## src/rtl/logic_gate_pipe.sv

```systemverilog
// logic_gate_pipe: WIDTH-bit registered bitwise logic unit with eight ops and a 2-entry output FIFO.
// Optional macro LOGIC_GATE_PIPE_PARITY_EN adds a per-entry parity bit on port y_par.
module logic_gate_pipe #(
    parameter int WIDTH = 8,
    parameter int CNT_W = 16
) (
    input  logic             clk,
    input  logic             rst,
    input  logic             in_valid,
    output logic             in_ready,
    input  logic [WIDTH-1:0] a,
    input  logic [WIDTH-1:0] b,
    input  logic [2:0]       op,
    output logic             out_valid,
    input  logic             out_ready,
    output logic [WIDTH-1:0] y,
    output logic             zero,
`ifdef LOGIC_GATE_PIPE_PARITY_EN
    output logic             y_par,
`endif
    output logic [CNT_W-1:0] txn_count
);
`ifdef LOGIC_GATE_PIPE_PARITY_EN
    localparam int EW = WIDTH + 1;
`else
    localparam int EW = WIDTH;
`endif
    logic [WIDTH-1:0] res;
    logic [EW-1:0]    res_e, e0_q, e0_d, e1_q, e1_d;
    logic [1:0]       count_q, count_d;
    logic [CNT_W-1:0] txn_q;
    logic             push, pop;

    always_comb begin
        res = a;
        case (op)
            3'b000: res = ~a;
            3'b001: res = a & b;
            3'b010: res = a | b;
            3'b011: res = a ^ b;
            3'b100: res = ~(a & b);
            3'b101: res = ~(a | b);
            3'b110: res = ~(a ^ b);
            3'b111: res = a;
        endcase
    end

`ifdef LOGIC_GATE_PIPE_PARITY_EN
    assign res_e = {^res, res};
    assign y_par = out_valid & e0_q[WIDTH];
`else
    assign res_e = res;
`endif

    // in_ready comes from the registered count only; rst masks it so nothing is accepted during reset
    assign in_ready  = ~count_q[1] & ~rst;
    assign out_valid = count_q != 2'd0;
    assign push      = in_valid & in_ready;
    assign pop       = out_valid & out_ready;
    assign y         = e0_q[WIDTH-1:0];
    assign zero      = out_valid & ~|y;
    assign txn_count = txn_q;

    always_comb begin
        e0_d    = (push && (count_q == 2'd0 || (count_q == 2'd1 && pop))) ? res_e :
                  (pop && count_q == 2'd2) ? e1_q : e0_q;
        e1_d    = (push && count_q == 2'd1 && !pop) ? res_e : e1_q;
        count_d = count_q + 2'(push) - 2'(pop);
    end

    always_ff @(posedge clk) begin
        if (rst) begin
            e0_q    <= '0;
            e1_q    <= '0;
            count_q <= '0;
            txn_q   <= '0;
        end else begin
            e0_q    <= e0_d;
            e1_q    <= e1_d;
            count_q <= count_d;
            txn_q   <= txn_q + CNT_W'(pop);
        end
    end
endmodule

```

## config.mk

```make
export PLATFORM = sky130hd
export DESIGN_NAME = logic_gate_pipe
export DESIGN_NICKNAME = d
export VERILOG_FILES = /design/src/rtl/logic_gate_pipe.sv
export SDC_FILE = /design/constraint.sdc
export NUM_CORES = 1
export LEC_CHECK = 0
export BUFFER_PORTS_ARGS = -buffer_cell sky130_fd_sc_hd__buf_2
export CORE_MARGIN = 1
export CORE_UTILIZATION = 29
export CTS_BUF_LIST = sky130_fd_sc_hd__clkbuf_4 sky130_fd_sc_hd__clkbuf_8 sky130_fd_sc_hd__clkbuf_16
export DETAILED_ROUTE_END_ITERATION = 6
export HOLD_SLACK_MARGIN = 0.08
export PLACE_DENSITY = 0.56
export SETUP_SLACK_MARGIN = 0.5
export SYNTH_ARGS = -nofsm -noshare
export SYNTH_HDL_FRONTEND = slang
export SYNTH_SLANG_ARGS = --single-unit
```

## constraint.sdc

```tcl
create_clock -name clk -period 3.08 [get_ports clk]
set_input_delay 0.616 -clock clk [delete_from_list [all_inputs] [get_ports clk]]
set_output_delay 0.616 -clock clk [all_outputs]
set_load 0.005 [all_outputs]
```

After elaboration in Yosys (flattened, before gate mapping)
Index checks and enable logic that the tools add are counted.
Word-level totals
  flip-flop bits (word level): 34
  bits of input ports: 23
  output and inout port bits: 27
  logic and storage cells: 45
Cells by class
  add/sub/neg operators: 3
  eq/ne operators: 9
  muxes and demuxes: 3
  bitwise logic cells: 13
  reduce and logical (&&, ||, !) cells: 13
Operators with widths (count)
  $pmux W8 S8: 1
  $not A8 Y8: 4
  $add A16 B1 Y16: 1
  $mux W8: 2
  $eq A3 B3 Y1 const B: 4
  $and A8 B8 Y8: 1
  $or A8 B8 Y8: 1
  $reduce_or A8 Y1: 1
  $xor A8 B8 Y8: 1
  $eq A3 B2 Y1 const B: 2
  $logic_and A1 B1 Y1: 5
  $and A1 B1 Y1: 4
  $reduce_bool A2 Y1: 2
  $eq A3 B1 Y1 const B: 1
  $logic_not A3 Y1: 1
  $add A2 B1 Y2: 1
  $eq A2 B1 Y1 const B: 1
  $eq A2 B2 Y1 const B: 1
  $logic_not A1 Y1: 2
  $logic_not A2 Y1: 1
  $not A1 Y1: 2
  $sub A2 B1 Y2: 1
  $logic_or A1 B1 Y1: 1

Longest topological paths before layout
Gate-level depths: netlist of run 1.
  depth in word-level cells: 6
  gate-level depth with buffers: 8
  mapped depth without buffers: 8

Least setup slack after synthesis of run 1
Ideal clock, no wire load.
  path kind: input port to flip-flop
  start: in rst
  end: reg count_q[1]
  setup time: 0.127 ns
  arrival time: 1.905 ns
  data required time: 2.953 ns
  setup slack: 1.049 ns
  stages: 8
  buffers on the path: 1
  cell sequence: or3b_1 > clkbuf_1 > ha_1 > inv_1 > ha_1 > xor2_1 > xnor2_1 > nor2_1
Between the ends
  longest elaborated chain between the ends: 5
Ends and longest elaborated chain
  start, declared: line 8  | input logic rst,
  $not A1 Y1: line 56  | assign in_ready = ~count_q[1] & ~rst;
  $and A1 B1 Y1: line 56
  $and A1 B1 Y1: line 58  | assign push = in_valid & in_ready;
  $add A2 B1 Y2: line 68  | count_d = count_q + 2'(push) - 2'(pop);
  $sub A2 B1 Y2: line 68
  end signal, assigned: line 80  | count_q <= count_d;
  end, declared: line 30  | logic [1:0] count_q, count_d;
Parallel ways exist; a longest one is shown, timed or not.
A chain may end at the register's enable or synchronous reset.

Worst setup path in the final report of run 1
  start: reg count_q[1]
  end: reg txn_q[15] (netlist: txn_count[15])
Between the ends
  longest elaborated chain between the ends: 3
Ends and longest elaborated chain
  $reduce_bool A2 Y1: line 57  | assign out_valid = count_q != 2'd0;
  $and A1 B1 Y1: line 59  | assign pop = out_valid & out_ready;
  $add A16 B1 Y16: line 81  | txn_q <= txn_q + CNT_W'(pop);
  end signal, assigned: line 81
  end, declared: line 31  | logic [CNT_W-1:0] txn_q;
Every way passes these cells.

==> results of run 1 <==
==> area by class of cell <==
| type | instances | area (sq um) |
|---|---|---|
| clock buffers | 6 | 82.6 |
| clock inverters | 2 | 12.5 |
| fillers | 827 | 5030 |
| inverters | 21 | 78.8 |
| multi-input cells | 198 | 1460 |
| flip-flops and latches | 34 | 681 |
| well taps | 102 | 128 |
| repair buffers | 50 | 253 |
==> path summary, 6_finish.rpt <==
path	cells after the start	slack, ns	to	from
hold reg to reg	2	0.45	e1_q[4]	e1_q[4]
setup reg to reg	7	0.94	txn_count[15]	count_q[1]
setup / recovery	7	0.94	txn_count[15]	count_q[1]
hold / removal	2	0.45	e1_q[4]	e1_q[4]
==> cells by family (layout without fill, tap and decap cells) <==
logic type / after synthesis / count (layout) / synth area share [%]
AO/OA/AOI/OAI: 48 / 48 / 16.4
XOR/XNOR: 14 / 14 / 5.31
adder cells (fa/ha/maj): 20 / 20 / 10.8
buffers and inverters: 35 / 79 / 7.42
flip-flops: 34 / 34 / 29.5
multiplexers: 18 / 18 / 8.61
AND/OR/NAND/NOR: 98 / 98 / 22.0
==> per-stage QoR <==
stage          power [mW]  instances
2_1_floorplan       0.792        267
3_3_place_gp        0.906        405
3_5_place_dp        0.914        405
4_1_cts              1.26        413
5_1_grt              1.33        413
6_report             1.24        413
==> registers in the layout (all words and copies together) (netlist names) <==
| name | cells |
|---|---|
| txn_count | 16 |
| count_q | 2 |
| e1_q | 8 |
| y | 8 |
==> power groups by stage <==
stage / clock network (mW) / logic (mW) / registers [mW]
after floorplan: 0 / 0.263 / 0.529
after global placement: 0 / 0.369 / 0.537
after detailed placement: 0 / 0.374 / 0.540
after CTS: 0.354 / 0.376 / 0.530
after global routing: 0.370 / 0.419 / 0.536
final: 0.342 / 0.371 / 0.528
==> worst register-to-register path, stage by stage, from the launching register on <==
cell and delay, ns:
dfxtp_1 0.38, or2_2 0.34, and2_1 0.18, ha_1 0.20, and2_0 0.27, and4_1 0.23
nand3_1 0.10, mux2_2 0.32
==> metal layers <==
layer	track usage [%]	vias up	wire [um]
met2	20.5	50	2290
li1	-	1036	-
met3	2.43	6	221
met5	0	-	0
met4	5.56	0	90
met1	17.0	922	2550
==> cells in the final DEF, fill, tap and decap left out, types with 2 or more instances in the layout <==
master / count
a31oi_1: 5
mux2i_1: 12
nor4_1: 2
a222oi_1: 3
xor2_1: 11
nand3_1: 5
a21oi_1: 2
nor2_2: 2
and3_1: 3
nor2b_1: 6
nand2_1: 32
and2_1: 2
o22ai_1: 3
mux2_2: 5
a32o_1: 4
xnor2_1: 3
buf_2: 49
o21ai_0: 4
a31o_2: 5
dfxtp_1: 34
nor2_1: 22
o221ai_1: 4
a21o_1: 4
nand4_1: 3
nand2b_1: 3
and4_1: 3
ha_1: 20
nor3_1: 3
clkbuf_8: 6
a211o_1: 2
inv_1: 21
==> Flow_metrics.wiki, run 1 <==
{| class="wikitable"
! Metric !! Value
|-
| DRC errors left || 0
|-
| Average cell area after synthesis || ~8.7 sq um
|-
| Drt total wl || between 5000 and 6000 um
|-
| Die Y-Extent || 91.3 um
|-
| Final number of max-transition violations || 0
|-
| Total GRT Usage || about an eighth
|-
| Number of DRC violations after detailed-routing iteration 0 || 65
|-
| # nets final || approximately 350
|-
| Pre-Repair DR Iteration Count || 4
|-
| Wire length per cell || 12.5 um
|-
| Post-CTS Hold Fix Bufs || 0
|-
| Proportion of power drawn by flip-flops and latches || between 40% and 50%
|-
| Number of max-cap violations || 0
|-
| Grt ovf || 0
|-
| Relative contribution of combinational cells to total power || 29.9%
|-
| Power dissipated by switching net loads || a little under 400 uW
|-
| CTS Root Buffer Type || clkbuf_8
|-
| HP Class || register to register
|-
| Slowest cell on crit path || dfxtp_1
|-
| Placed Instance Area || 2600 sq um
|-
| Placement Setup Slack || ~0.75 ns
|-
| First-pass GRT wire length || ~8600 um
|-
| Required time of the worst setup path || 3.25 ns
|-
| Delay contributed by the slowest stage of the critical path || about 0.38 ns
|-
| I/O pin total || 50
|-
| Max Clock Skew || roughly 0.0083 ns
|-
| Flop and latch count out of synthesis || 34
|-
| Type of element capturing the critical path || register
|-
| Leakage || between 1 and 1.5 nW
|-
| # Post-CTS Setup Buffers || 0
|-
| Fraction of the core area covered by cells at the end of the flow || around a third
|-
| Largest net degree at the start of global routing || 31
|-
| Half-perimeter wire length of the detailed placement result || about 4000 um
|-
| Area of the die || approximately 8300 sq um
|-
| Count of vias placed by the detailed router || between 2000 and 2500
|-
| Fmax || approximately 470 MHz
|-
| Growth of design area from synthesis to finish || 16.6%
|-
| Clock buffers created by TritonCTS || 5
|-
| Via count of the first global-routing pass || between 1500 and 2000
|-
| Most numerous cell in the Yosys netlist || dfxtp_1
|-
| Proportion of synthesized flip-flops having asynchronous set or reset || 0%
|-
| Cell area after layout || ~2700 sq um
|-
| Outcome || finished clean
|-
| Crit share post-route || a little over two thirds
|-
| Gp weighted congestion || 0.754
|-
| Area share of the largest cell type after synthesis || 29.5%
|-
| Chip Width || 91.3 um
|-
| Unrepaired setup endpoints after global routing || no
|-
| Type of the worst setup path || register to register
|-
| Post-route worst hold slack || 0.445 ns
|-
| Summed instance area of the synthesized netlist || ~2300 sq um
|-
| Post-layout min period || approximately 2.1 ns
|-
| Sinks on Clock Net || 34
|-
| Area of the core region || around 7700 sq um
|-
| Yosys warning count || 0
|-
| Library cell occupying the most area in the post-synthesis netlist || dfxtp_1
|-
| Number of antenna-violating nets in the routed design || 0
|-
| Sequential share of the synthesized area || between 20% and 30%
|-
| Antenna fix cells || 0
|-
| Ratio of total power to cell area || between 400 and 500 nW/um^2
|-
| Maximum clock insertion buffer count || 2
|-
| Switching Fraction || between 30% and 40%
|-
| Most used standard cells in the synthesized netlist || dfxtp_1, nand2_1, nor2_1, inv_1, ha_1
|-
| Number of rows created at floorplan || 32
|-
| Maximum vdd ir drop || roughly 150 uV
|-
| Tightest Pin Transition || approximately 0.67 ns
|-
| Max Fanout on Critical Path || 6
|-
| Clock tree from TritonCTS || yes
|-
| Internal power || 846 uW
|-
| Clock network fraction of total power || roughly 28%
|-
| Setup-violating endpoint count in the final report || 0
|-
| Post-cts gate resize count || 0
|-
| Cell Chain, Critical Path || or2_2 -> and2_1 -> ha_1 -> and2_0 -> and4_1 -> nand3_1 -> mux2_2
|-
| Number of buffers and inverters on the critical path || 0
|-
| Net count after synthesis || between 300 and 400
|-
| Main synth FF type || dfxtp_1
|-
| Number of hold violations in the final report || 0
|-
| Count of buffers inserted at the top-level ports || between 40 and 50
|-
| Crit path launch type || register
|-
| Insertion delay to the later sink of the worst-skew pair || 0.29 ns
|-
| Cells after Synth || 267
|-
| Clock transition at path regs || about 0.07 ns
|-
| Data arrival at the endpoint of the critical path || approximately 2.3 ns
|-
| Area contributors post-synth || dfxtp_1, ha_1, mux2i_1, nand2_1, xor2_1
|-
| Final worst setup slack || 0.943 ns
|-
| H-tree lvl count || 2
|-
| Initial Utilization || around 30%
|-
| Fraction of final layout cells with drive strength greater than 1 || between 20% and 30%
|-
| EDFF count, synth || 0
|-
| Routed via count divided by cell count || between 4 and 5
|-
| Count of unique library cells instantiated by Yosys || between 50 and 60
|-
| Total negative setup slack || 0 ns
|-
| Family with the most delay on the worst path || simple AND/OR/NAND/NOR gates
|-
| Number of antenna violations at the first check in global routing || 0
|-
| Max transition margin || between 50% and 60%
|}
(Power assumes the default switching activity.)
==> run 2, diff against run 1 <==
Settings changed: PLACE_DENSITY 0.56 to 0.58.
Clock period 3.08 ns to 1.7 ns, I/O delays scaled along.
==> run 2 against run 1 <==
  * Clock-buffer cell count is 2 higher
  * Final cell count increased by 8.2%
  * Design area increased by 28%
  * Fmax up 26%
  * Via count is 8.8% higher
  * Sequential power up 84%
  * Non-clock buffer count increased by 34
  * Highest routed layer unchanged
  * Critical path type unchanged
  * Worst hold slack got worse by 0.027 ns
  * Clock power grew 110%
  * Utilization is 9.6 points higher
  * Sequential share of layout area is 4.9 points lower
  * Global-route usage grew 2.1 points
==> Flow_metrics.wiki, run 2 (synthesis results as in run 1) <==
{| class="wikitable"
! Metric !! Value
|-
| Worst-case reg-to-reg path depth || 7
|-
| Half-perimeter wire length of the detailed placement result || between 4000 and 5000 um
|-
| Switching Fraction || around 31%
|-
| Required time of the worst setup path || 1.87 ns
|-
| First-pass GRT wire length || approximately 10000 um
|-
| Number of rows created at floorplan || 32
|-
| Clock buffers created by TritonCTS || 5
|-
| Clock transition at path regs || around 0.070 ns
|-
| Setup-violating endpoint count in the final report || 0
|-
| Maximum clock insertion buffer count || 2
|-
| CTS Root Buffer Type || clkbuf_8
|-
| Tightest Pin Transition || just over 0.3 ns
|-
| Total GRT Usage || approximately 15%
|-
| Count of buffers inserted at the top-level ports || a little under 50
|-
| Internal power || roughly 1.9 mW
|-
| R2r startpoint || count_q[1]
|-
| Final number of max-transition violations || 0
|-
| Relative contribution of combinational cells to total power || between 30 and 40%
|-
| Reg2reg end || txn_count[15]
|-
| Largest net degree at the start of global routing || 24
|-
| Drt total wl || roughly 5800 um
|-
| # nets final || between 300 and 400
|-
| Commonest cells after routing, fill and taps aside || buf_2, nand2_1, buf_4
|-
| Outcome || finished clean
|-
| Leakage || around 1.6 nW
|-
| Ratio of total power to cell area || between 700 and 800 nW/um^2
|-
| H-tree lvl count || 2
|-
| Wire length per cell || roughly 13 um
|-
| Count of non-filler cells in the finished layout || ~450
|-
| DRC errors left || 0
|-
| Pre-Repair DR Iteration Count || 4
|-
| Startpoint of the tightest hold check path || a[0]
|-
| Area of the die || roughly 8300 sq um
|-
| Type of the worst setup path || register to register
|-
| Leading cell type in the layout, fill and taps excluded || buf_2
|-
| Insertion delay to the later sink of the worst-skew pair || ~0.28 ns
|-
| Unrepaired setup endpoints after global routing || yes
|-
| Post-CTS Hold Fix Bufs || 0
|-
| Clock tree from TritonCTS || yes
|-
| Cell area after layout || roughly 3400 sq um
|-
| Fmax || roughly 590 MHz
|-
| Max Clock Skew || around 0.0076 ns
|-
| Chip Width || approximately 90 um
|-
| Grt ovf || 0
|-
| Die Y-Extent || ~90 um
|-
| Sinks on Clock Net || 34
|-
| Via count of the first global-routing pass || about 2200
|-
| Placed Instance Area || around 3000 sq um
|-
| Antenna fix cells || 0
|-
| HP Class || input pin to register
|-
| Growth of design area from synthesis to finish || 48.7%
|-
| Gp weighted congestion || 0.772
|-
| Total negative setup slack || 0 ns
|-
| Initial Utilization || about 30%
|-
| Count of vias placed by the detailed router || 2191
|-
| CP Launch Point || count_q[1]
|-
| Crit share post-route || 99.8%
|-
| Power dissipated by switching net loads || about 850 uW
|-
| Number of hold violations in the final report || 0
|-
| Area of the core region || approximately 7700 sq um
|-
| Type of element capturing the critical path || register
|-
| Total power || roughly 2.7 mW
|-
| Number of max-cap violations || 0
|-
| Setup slack of the most critical reg-to-reg path || ~0.0032 ns
|-
| Data arrival at the endpoint of the critical path || 1.87 ns
|-
| Number of DRC violations after detailed-routing iteration 0 || 74
|-
| Proportion of power drawn by flip-flops and latches || 35.7%
|-
| Routed via count divided by cell count || 4.90
|-
| Endpoint of the worst setup timing path || txn_count[15]
|-
| Max Fanout on Critical Path || 4
|-
| Number of cells after detailed placement || between 400 and 500
|-
| Number of flip-flops in the largest register || 16
|-
| Fraction of final layout cells with drive strength greater than 1 || ~50%
|-
| Hold Path Depth || 4
|-
| Post-layout min period || around 1.7 ns
|-
| Max transition margin || around 80%
|-
| Clock network fraction of total power || roughly a quarter
|-
| Crit path launch type || register
|-
| Number of antenna violations at the first check in global routing || 0
|-
| Maximum vdd ir drop || 368 uV
|-
| I/O pin total || 50
|-
| Number of antenna-violating nets in the routed design || 0
|}
-- run 2: changes by cell type in the layout (fill, tap and decap cells not counted), moves of 14 or more --
cell / previous run / this run
buf_4: 1 / 24
buf_6: 0 / 14
dfxtp_1: 34 / 19
dfxtp_2: 0 / 15
-- run 2: layout make-up --
type | instances | area, sq um
clock buffers | 8 | 110
fillers | 776 | 4290
inverters | 21 | 124
multi-input cells | 198 | 1780
flip-flops and latches | 34 | 699
well taps | 102 | 128
repair buffers | 84 | 596
-- run 2: metrics by stage --
stage / worst slack, ns / util (%) / hold WS, ns
6_report: 0.00316 / 44.5 / 0.418
5_1_grt: -0.0607 / 44.5 / 0.432
4_1_cts: -0.00148 / 43.5 / 0.414
3_5_place_dp: -0.134 / 39.5 / 0.448
3_3_place_gp: -0.104 / 39.5 / 0.435
2_1_floorplan: -0.0280 / - / 0.424
-- run 2: worst max-delay path: stages (launching register included) --
cell     delay (ns)
dfxtp_2        0.34
or2_4          0.23
and2_4         0.16
ha_4           0.17
and2_4         0.16
and4_4         0.15
nand3_2        0.08
mux2_4         0.30
-- run 2: worst min-delay path by stage --
stage	endpoint
floorplan	e1_q[6]
global placement	e1_q[6]
detailed placement	e1_q[6]
CTS	e1_q[0]
global route	y[7]
finish	e1_q[0]
-- run 2: routing by layer --
layer	part of all wire [%]	wire length [um]	GRT usage (%)
met5	0	0	0
met1	48	2810	19.6
met4	1.2	72	3.44
met3	2.3	132	3.02
met2	48	2820	25.3
-- run 2: timing repair --
| item | 4_1_cts | 5_1_grt |
|---|---|---|
| setup buffers | 5 | 0 |
| pin swaps | 24 | 10 |
| resized for setup | 40 | 19 |
| endpoints found under the setup margin | 39 | 45 |
-- run 2: power groups by stage --
stage	sequential, mW	combinational (mW)	clock [mW]
3_3_place_gp	0.973	0.912	0
5_1_grt	0.986	1.16	0.757
4_1_cts	0.967	1.03	0.720
6_report	0.973	1.05	0.704
2_1_floorplan	0.971	0.586	0
3_5_place_dp	0.973	0.930	0
==> run 3, diff against run 2 <==
Settings changed: CORE_ASPECT_RATIO set to 0.75.
==> run 3 against run 2 <==
  * First-iteration DRC count shrank 4.1%
  * Power shrank 2.4%
  * Design area grew 0.36%
  * Clock power shrank 9.8%
  * Critical endpoint unchanged
  * Largest power group unchanged
==> Flow_metrics.wiki, run 3 (synthesis results as in run 1) <==
{| class="wikitable"
! Metric !! Value
|-
| Outcome || finished clean
|-
| Required time of the worst setup path || between 1.5 and 2 ns
|-
| Tightest Pin Transition || around 0.33 ns
|-
| Routed via count divided by cell count || around 4.8
|-
| Total GRT Usage || around 15%
|-
| GR Layer Usage met2 || approximately a quarter
|-
| Type of element capturing the critical path || register
|-
| Met3 global-route usage || under 10%
|-
| Endpoint of the worst setup timing path || txn_count[15]
|-
| Number of rows created at floorplan || 27
|-
| Max Fanout on Critical Path || 4
|-
| H-tree lvl count || 2
|-
| HP Class || input pin to register
|-
| Crit share post-route || between 90% and 100%
|-
| Wire length per cell || 13.4 um
|-
| Commonest cells after routing, fill and taps aside || buf_2, buf_4, nand2_1
|-
| Ratio of total power to cell area || between 700 and 800 nW/um^2
|-
| Post-CTS Hold Fix Bufs || 0
|-
| Grt met1 use || approximately a fifth
|-
| Final number of max-transition violations || 0
|-
| Worst-case reg-to-reg path depth || 7
|-
| Sinks on Clock Net || 34
|-
| Half-perimeter wire length of the detailed placement result || 4510 um
|-
| Fraction of the core area covered by cells at the end of the flow || 45.8%
|-
| Unrepaired setup endpoints after global routing || yes
|-
| Drt total wl || between 6000 and 7000 um
|-
| Initial Utilization || between 30% and 40%
|-
| Antenna fix cells || 0
|-
| Delay contributed by the slowest stage of the critical path || roughly 0.35 ns
|-
| Maximum clock insertion buffer count || 2
|-
| Insertion delay to the later sink of the worst-skew pair || about 0.29 ns
|-
| Pre-Repair DR Iteration Count || 5
|-
| Reg2reg end || txn_count[15]
|-
| Max transition margin || 77.8%
|-
| Number of hold violations in the final report || 0
|-
| Number of antenna violations at the first check in global routing || 0
|-
| Number of DRC violations after detailed-routing iteration 0 || between 70 and 80
|-
| Via count of the first global-routing pass || 2182
|-
| Hold Path Depth || 4
|-
| Growth of design area from synthesis to finish || 49.2%
|-
| Cell mode on critical path || and2_4
|-
| I/O pin total || 50
|-
| Area of the core region || about 7500 sq um
|-
| Count of buffers inserted at the top-level ports || roughly 50
|-
| Chip Width || roughly 110 um
|-
| Die Y-Extent || ~79 um
|-
| DRC errors left || 0
|-
| Gp weighted congestion || between 0.7 and 0.8
|-
| Setup-violating endpoint count in the final report || 0
|-
| CTS Root Buffer Type || clkbuf_8
|-
| Cell Chain, Critical Path || or2_4 -> and2_4 -> ha_4 -> and2_4 -> and4_4 -> nand3_2 -> mux2_4
|-
| Crit path launch type || register
|-
| Count of vias placed by the detailed router || 2182
|-
| # nets final || between 300 and 400
|-
| Clock transition at path regs || around 0.070 ns
|-
| Type of the worst setup path || register to register
|-
| Largest net degree at the start of global routing || 24
|-
| Max Clock Skew || around 0.011 ns
|-
| Fraction of final layout cells with drive strength greater than 1 || 50.4%
|-
| Leading cell type in the layout, fill and taps excluded || buf_2
|-
| Data arrival at the endpoint of the critical path || about 1.9 ns
|-
| Clock buffers created by TritonCTS || 5
|-
| Number of antenna-violating nets in the routed design || 0
|-
| Number of max-cap violations || 0
|-
| Setup slack of the most critical reg-to-reg path || 0.002 ns
|-
| Slowest cell on crit path || dfxtp_2
|-
| Post-route worst hold slack || between 0.4 and 0.5 ns
|-
| CP Launch Point || count_q[1]
|-
| Total power || between 2 and 3 mW
|-
| Clock tree from TritonCTS || yes
|-
| Most used routing layer in global routing || met2
|-
| Leakage || between 1.5 and 2 nW
|-
| Area of the die || around 8300 sq um
|-
| Post-layout min period || between 1.5 and 2 ns
|-
| Maximum vdd ir drop || between 300 and 400 uV
|-
| R2r startpoint || count_q[1]
|-
| Grt ovf || 0
|-
| Number of flip-flops in the largest register || 16
|-
| First-pass GRT wire length || slightly above 10000 um
|-
| Fmax || ~600 MHz
|}
run 3: cell count changes in the layout (fill, tap and decap cells not counted), sizes merged:
cell	previous run	this run
buf	83	90
clkbuf	9	7
clkinv	0	1
run 3: layer usage:
| layer | wire length, um | share of wire (%) |
|---|---|---|
| met2 | 2850 | 47 |
| met5 | 0 | 0 |
| met1 | 2960 | 49 |
| met3 | 208 | 3.4 |
| met4 | 40 | 0.66 |
run 3: how the worst min path moves through the flow:
| stage | start | to | slack (ns) |
|---|---|---|---|
| floorplan | e1_q[6] | e1_q[6] | 0.42 |
| global placement | e1_q[6] | e1_q[6] | 0.44 |
| detailed placement | e1_q[7] | e1_q[7] | 0.44 |
| CTS | a[4] | e1_q[4] | 0.40 |
| global route | a[7] | e1_q[7] | 0.43 |
| finish | a[4] | e1_q[4] | 0.40 |
run 3: stage by stage:
stage	worst slack (ns)	cells	instance area, sq um	setup TNS, ns
finish	0.00208	452	3450	0
global route	-0.0272	452	3450	-0.0325
CTS	0.0186	449	3360	0
detailed placement	-0.125	433	3060	-0.338
global placement	-0.118	433	3060	-0.276
floorplan	-0.0280	267	2590	-0.0500
run 3: area by class of cell:
type | count | area [sq um]
clock buffer | 7 | 90.1
clock inverter | 1 | 5.00
fill | 713 | 4090
inverter | 21 | 121
multi-input combinational | 198 | 1740
sequential | 34 | 707
tap | 101 | 126
timing repair buffer | 90 | 662
run 3: power breakdown:
part	internal (mW)	switching, mW
Combinational	0.580	0.469
Sequential	0.893	0.0813
Clock	0.343	0.292
Total	1.82	0.843
run 3: timing repair:
item	in CTS	in global routing
pin swaps	25	4
setup endpoints to repair	39	50
setup buffers	8	3
gates resized for setup	38	22
run 3: worst max-delay path: cells and delay by family, from the launching register on:
| kind | cells | cell delay [ns] |
|---|---|---|
| flops | 1 | 0.35 |
| fa+ha+maj | 1 | 0.16 |
| simple gates | 5 | 0.78 |
| mux | 1 | 0.29 |
